## src/rtl/pipe_reg_skid_if.sv

```systemverilog
// Valid/ready bundle for a pipeline stage register.
// master drives the upstream payload and downstream ready; slave is the stage.
interface pipe_reg_skid_if #(
  parameter int N = 32
);
  logic         in_valid;
  logic         in_ready;
  logic [N-1:0] in_data;
  logic         out_valid;
  logic         out_ready;
  logic [N-1:0] out_data;
  logic [1:0]   count;

  modport master (
    output in_valid, in_data, out_ready,
    input  in_ready, out_valid, out_data, count
  );

  modport slave (
    input  in_valid, in_data, out_ready,
    output in_ready, out_valid, out_data, count
  );
endinterface

```

## src/rtl/pipe_reg_skid.sv

```systemverilog
// Pipeline-stage register with 2-entry skid buffer and flush.
// Full throughput under backpressure; in_ready comes from state only.
module pipe_reg_skid #(
  parameter int           N       = 32,
  parameter logic [N-1:0] RST_VAL = '0
) (
  input  logic            clk,
  input  logic            rst,
  input  logic            flush,
  pipe_reg_skid_if.slave  bus
);

  typedef enum logic [1:0] {
    EMPTY = 2'd0,
    ONE   = 2'd1,
    FULL  = 2'd2
  } state_t;

  state_t       state_q, state_d;
  logic [N-1:0] main_q, main_d;
  logic [N-1:0] skid_q, skid_d;
  logic         acc, drn;

  assign bus.in_ready  = (state_q != FULL);
  assign bus.out_valid = (state_q != EMPTY);
  assign bus.out_data  = main_q;
  assign bus.count     = state_q;

  assign acc = bus.in_valid & bus.in_ready;
  assign drn = bus.out_valid & bus.out_ready;

  always_comb begin
    state_d = state_q;
    main_d  = main_q;
    skid_d  = skid_q;
    if (flush) begin
      state_d = EMPTY;
      main_d  = RST_VAL;
      skid_d  = RST_VAL;
    end else begin
      unique case (state_q)
        EMPTY: begin
          if (acc) begin
            state_d = ONE;
            main_d  = bus.in_data;
          end
        end
        ONE: begin
          if (acc && drn) begin
            main_d = bus.in_data;
          end else if (acc) begin
            state_d = FULL;
            skid_d  = bus.in_data;
          end else if (drn) begin
            state_d = EMPTY;
          end
        end
        FULL: begin
          if (drn) begin
            state_d = ONE;
            main_d  = skid_q;
          end
        end
        default: begin
          state_d = EMPTY;
        end
      endcase
    end
  end

  always_ff @(posedge clk) begin
    if (rst) begin
      state_q <= EMPTY;
      main_q  <= RST_VAL;
      skid_q  <= RST_VAL;
    end else begin
      state_q <= state_d;
      main_q  <= main_d;
      skid_q  <= skid_d;
    end
  end

endmodule
```

## src/flat_wrapper.sv

```systemverilog
// flat-port wrapper written by rule: the top's interface ports become plain ports
module pipe_reg_skid_flat 
#(
  parameter int           N       = 32,
  parameter logic [N-1:0] RST_VAL = '0
)
  (clk, rst, flush, bus_in_valid, bus_in_data, bus_out_ready, bus_in_ready, bus_out_valid, bus_out_data, bus_count);
  pipe_reg_skid_if #(.N(N)) bus_i ();
  input  logic clk;
  input  logic rst;
  input  logic flush;
  input wire logic [$bits(bus_i.in_valid)-1:0] bus_in_valid;
  input wire logic [$bits(bus_i.in_data)-1:0] bus_in_data;
  input wire logic [$bits(bus_i.out_ready)-1:0] bus_out_ready;
  output wire logic [$bits(bus_i.in_ready)-1:0] bus_in_ready;
  output wire logic [$bits(bus_i.out_valid)-1:0] bus_out_valid;
  output wire logic [$bits(bus_i.out_data)-1:0] bus_out_data;
  output wire logic [$bits(bus_i.count)-1:0] bus_count;
  assign bus_i.in_valid = bus_in_valid;
  assign bus_i.in_data = bus_in_data;
  assign bus_i.out_ready = bus_out_ready;
  assign bus_in_ready = bus_i.in_ready;
  assign bus_out_valid = bus_i.out_valid;
  assign bus_out_data = bus_i.out_data;
  assign bus_count = bus_i.count;
  pipe_reg_skid #(.N(N), .RST_VAL(RST_VAL)) u_core (.clk(clk), .rst(rst), .flush(flush), .bus(bus_i));
endmodule
```

## config.mk

```make
export PLATFORM = sky130hd
export DESIGN_NAME = pipe_reg_skid_flat
export DESIGN_NICKNAME = d
export VERILOG_FILES = /design/src/rtl/pipe_reg_skid_if.sv /design/src/rtl/pipe_reg_skid.sv /design/src/flat_wrapper.sv
export SDC_FILE = /design/constraint.sdc
export NUM_CORES = 1
export LEC_CHECK = 0
export CORE_ASPECT_RATIO = 0.75
export CORE_UTILIZATION = 44
export CTS_CLUSTER_DIAMETER = 30
export DETAILED_ROUTE_END_ITERATION = 6
export PLACE_DENSITY = 0.83
export SYNTH_ARGS = -nofsm -noshare
export SYNTH_HDL_FRONTEND = slang
export SYNTH_SLANG_ARGS = --single-unit
```

## constraint.sdc

```tcl
create_clock -name clk -period 1.2 [get_ports clk]
set_input_delay 0.12 -clock clk [delete_from_list [all_inputs] [get_ports clk]]
set_output_delay 0.12 -clock clk [all_outputs]
set_load 0.01 [all_outputs]
```

## Word-level counts from Yosys, hierarchy flattened

Index checks and enable logic that the tools add are counted.

- Eq/ne operators: 8
- Multiplexer cells: 10
- Bitwise gates (word level): 3
- Reduce and logical (&&, ||, !) cells: 8

Operators by type and width:

| kind | count |
|---|---|
| two-way mux 32 bit | 3 |
| case mux 32 bit (3 select lines) | 1 |
| two-way mux 2 bit | 5 |
| AND reduction 4 bit | 2 |
| != test 2 x 1 -> 1 bit (second input constant) | 3 |
| case mux 2 bit (3 select lines) | 1 |
| != test 2 bit (second input constant) | 2 |
| != test 3 x 1 -> 1 bit (second input constant) | 1 |
| AND reduction 3 bit | 1 |
| nonzero test 3 bit | 1 |
| bitwise AND 1 bit | 2 |
| == test 2 x 1 -> 1 bit (second input constant) | 1 |
| == test 2 bit (second input constant) | 1 |
| logical NOT 2 bit | 1 |
| nonzero test 2 bit | 1 |
| OR reduction 2 bit | 1 |
| logical AND 1 bit | 1 |
| NOT 1 bit | 1 |

- Flip-flop bits (word level): 66
- Output and inout bits: 36
- Word-level logic and storage cells: 32

## Longest topological paths before layout

- Word-level depth: 6
- Mapped depth: 5
- Gate-level depth less buffers: 3

## Least setup slack after synthesis

No wires, ideal clock.

- Path kind: reg2reg
- Start: register u_core.state_q[0] (netlist: u_core.bus.count[0])
- End: register u_core.main_q[15] (netlist: u_core.bus.out_data[15])
- Arrival: 1217 ps
- Required time: 1054 ps
- Path slack: -163 ps
- Stages on the path, launching flop included: 6
- Cell sequence: dfxtp_1 -> nand2b_1 -> buf_6 -> buf_4 -> mux2i_1 -> a211oi_2

- Longest elaborated chain between the ends: 5
- Elaborated cells on any way between the ends: 14
- Those cells by class: 6 x eq/ne; 1 x mux; 2 x bitwise; 5 x reduce/logical

RTL lines:

| element | RTL line | RTL |
|---|---|---|
| from (decl) | pipe_reg_skid.sv:19 | `state_t state_q, state_d;` |
| from (signal assigned) | pipe_reg_skid.sv:77 | `state_q <= state_d;` |
| != test 2 bit (*) | pipe_reg_skid.sv:24 | `assign bus.in_ready = (state_q != FULL);` |
| via bus_in_ready | flat_wrapper.sv:15 | `output wire logic [$bits(bus_i.in_ready)-1:0] bus_in_ready;` |
| bitwise AND 1 bit (*) | pipe_reg_skid.sv:29 | `assign acc = bus.in_valid & bus.in_ready;` |
| logical AND 1 bit | pipe_reg_skid.sv:49 | `if (acc && drn) begin` |
| != test 2 x 1 -> 1 bit (no line) | - |  |
| AND reduction 4 bit (no line) (*) | - |  |
| to (signal assigned) | pipe_reg_skid.sv:78 | `main_q <= main_d;` |
| to (decl) | pipe_reg_skid.sv:20 | `logic [N-1:0] main_q, main_d;` |

The timed path passes the listed nets; every way through them passes the cells marked *.
A chain may end at the register's enable or synchronous reset.

## Final worst setup path

- Start: register u_core.state_q[1] (netlist: u_core.bus.count[1])
- End: register u_core.main_q[24] (netlist: u_core.bus.out_data[24])

- Longest elaborated chain between the ends: 5
- Elaborated cells on any way between the ends: 14
- Those cells by class: 6 x eq/ne; 1 x mux; 2 x bitwise; 5 x reduce/logical

RTL lines:

| element | RTL line |
|---|---|
| != test 2 bit / nonzero test 2 bit (equally long branches) | pipe_reg_skid.sv:24, pipe_reg_skid.sv:25 |
| bitwise AND 1 bit (on tied branches) | pipe_reg_skid.sv:29, pipe_reg_skid.sv:30 |
| logical AND 1 bit | pipe_reg_skid.sv:49 |
| != test 2 x 1 -> 1 bit (no line) | - |
| AND reduction 4 bit (no line) | - |

Parallel ways exist; a longest one is shown, timed or not.

==> impl_metrics.tcl <==
set metrics [dict create \
    hold_viol 0 \
    syn-instance-count 309 \
    holdWs_ps 357 \
    place_inst 454 \
    cp-start-kind "flip-flop" \
    hp-start "bus_in_data[12]" \
    reg2reg_to "u_core.bus.out_data[24]" \
    layout_common_cells "64 x dfxtp_1, 55 x a211oi_2, 52 x nand2_1" \
    area_delta_synth_final_pct 52.0 \
    numClockSinks 66 \
    p_leak_nw 1.93 \
    seqPwrFrac 0.409 \
    grt_overflow 0 \
    cts_tree "yes" \
    drive_gt1_frac 0.377 \
    gp_congestion 0.764 \
    core_area_um2 6440 \
    cts_max_path_buffers 2 \
    cts_root_buf "clkbuf_8" \
    drt_wl_total_um 8870 \
    status "complete, but fails checks" \
    dieHeight_um 73.5 \
    comb_power_share 0.139 \
    power_frac_clock 0.453 \
    fin_skew_ps 11.5 \
    die_x_um 97.3 \
    p_int_w 0.00430 \
    slew_headroom 0.697 \
    rsz0062_at_grt "true" \
    cts_buffers 9 \
    antenna_found_initial 0 \
    path_clk_slew_ps 70 \
    whs_path_depth 3 \
    hold_class "primary input to flip-flop" \
    violations "setup timing" \
    row_count 25 \
    yosysSeqAreaShare 0.441 \
    switching_share 0.233 \
    powerDensity_nw_per_um2 1230 \
    nets 427 \
    crit_fanout 12 \
    yosysWarningCount 0 \
    boundaryPins 73 \
    min_period_ps 1470 \
    netlist_area_um2 3000 \
    ctsHtreeMaxLevel 3 \
    synth_nets 346 \
    dp_hpwl_um 5330 \
    synth-seq-cells 66 \
    end_kind "flip-flop" \
    maxCapViolCount 0 \
    rr_worst_depth 6 \
    worst-setup-path-type "flip-flop to flip-flop" \
    worstMarginPinSlew_ps 451 \
    grt_pass1_wl_um 13300 \
    finalSetupViolCount 67 \
    fmax_ghz 0.682 \
    ys_types 21 \
    start_util 0.465 \
    insertion_delay_ps 360 \
    pre_cts_ws_ps -457 \
    drc 0 \
    io_buffer_count 72 \
    drt_iter0_drc 107 \
    viasPerCell 5.70 \
    required_ps 1410 \
    grt_use_total 0.243 \
    ant_nets 0 \
    firstDrtPassIters 4 \
    worstHoldEndpoint "u_core.skid_q[12]" \
    min_period_over_period 1.22 \
    setup_slack_ps -266 \
    synth.avg_cell_area_um2 9.70 \
    grt_max_degree 40 \
    peakVddDrop_mv 0.791 \
    finish.utilization 0.707 \
    num_antenna_cells 0 \
    wl_per_cell_um 18.6 \
    arrival_ps 1680 \
    r2r_slack_ps -270 \
    final_common_cell "dfxtp_1" \
    timing.rr.start "u_core.bus.count[1]" \
    drv_slew 0 \
    grt_pass1_vias 2642 \
    die_area_um2 7150 \
    switchingPower_w 0.00131 \
    route.vias.total 2712 \
    final_cells 476 \
]
[sequential cells by signal, summed over array words and instances (netlist names)]
| signal | cells |
|---|---|
| u_core.skid_q | 32 |
| u_core.bus.count | 2 |
| u_core.bus.out_data | 32 |
[synth_stat cells (all sizes together)]
cell,count,share of area
dfxtp,66,0.44
nand2,66,0.083
a211oi,65,0.21
a21oi,33,0.055
mux2i,32,0.11
buf,23,0.052
clkbuf,11,0.014
a21o,2,0.0075
nand2b,2,0.0042
or2,2,0.0042
and2,1,0.0021
and3b,1,0.0029
nand4bb,1,0.0038
nor2b,1,0.0021
nor4bb,1,0.0033
o21bai,1,0.0025
or3b,1,0.0029
[worst max path at each step]
stage | startpoint | end | slack (ps) | cells after the start
after floorplan | u_core.bus.count[0] | u_core.bus.out_data[0] | -40 | 5
after global placement | bus_in_valid | u_core.skid_q[5] | -350 | 5
after detailed placement | bus_out_ready | u_core.skid_q[0] | -460 | 6
after CTS | u_core.bus.count[1] | u_core.bus.out_data[24] | -170 | 6
after global routing | u_core.bus.count[1] | u_core.bus.out_data[24] | -280 | 6
final | u_core.bus.count[1] | u_core.bus.out_data[24] | -270 | 6
[final cells by class]
cell class / instances / area (um2)
clock buffers: 10 / 138
multi-input cells: 209 / 1770
fillers: 471 / 1890
well taps: 81 / 101
flip-flops and latches: 66 / 1330
clock inverters: 6 / 138
repair buffers: 104 / 1080
[stage by stage]
step / instance area, um2 / TNS (ps) / total power, W
2_1_floorplan: 3140 / -1330 / 0.00273
3_3_place_gp: 4070 / -19300 / 0.00308
3_5_place_dp: 4070 / -23360 / 0.00309
4_1_cts: 4410 / -8160 / 0.00558
5_1_grt: 4560 / -12290 / 0.00577
6_report: 4560 / -9310 / 0.00561
[power by group through the flow]
stage	clock (W)	sequential, W	combinational (W)
after global placement	0	0.00234	0.000737
final	0.00254	0.00229	0.000777
after CTS	0.00256	0.00229	0.000734
after global routing	0.00265	0.00229	0.000821
after floorplan	0	0.00236	0.000367
after detailed placement	0	0.00234	0.000751
[cells by family (layout without fill, tap and decap cells)]
family          Yosys count  after routing  share of synthesized area
compound gates          101            101                      0.278
buf+inv                  34            120                     0.0660
flops                    66             66                      0.441
mux                      32             32                      0.107
simple gates             76             76                      0.108
[routing by layer]
layer  vias to the layer above  track usage  part of all wire
li1                       1275            -                 -
met1                      1311        0.294              0.42
met2                       108        0.417              0.50
met3                        18       0.0695             0.067
met4                         0       0.0915             0.019
met5                         -            0                 0
[timing repair]
item                       4_1_cts  5_1_grt
setup endpoints to repair       93       69
setup buffers                    3        0
gates resized for setup         63       37
pin swaps                       15       19
cloned                           2        2
hold buffers                     0        0
[worst max-delay path, stage by stage, from the launching register on]
cell      delay [ps]
dfxtp_4          370
buf_6            130
buf_6            100
nor2b_4           40
buf_6            150
a211oi_1         440
a211oi_2         110
No activity file was read; power rests on OpenSTA's default activity.
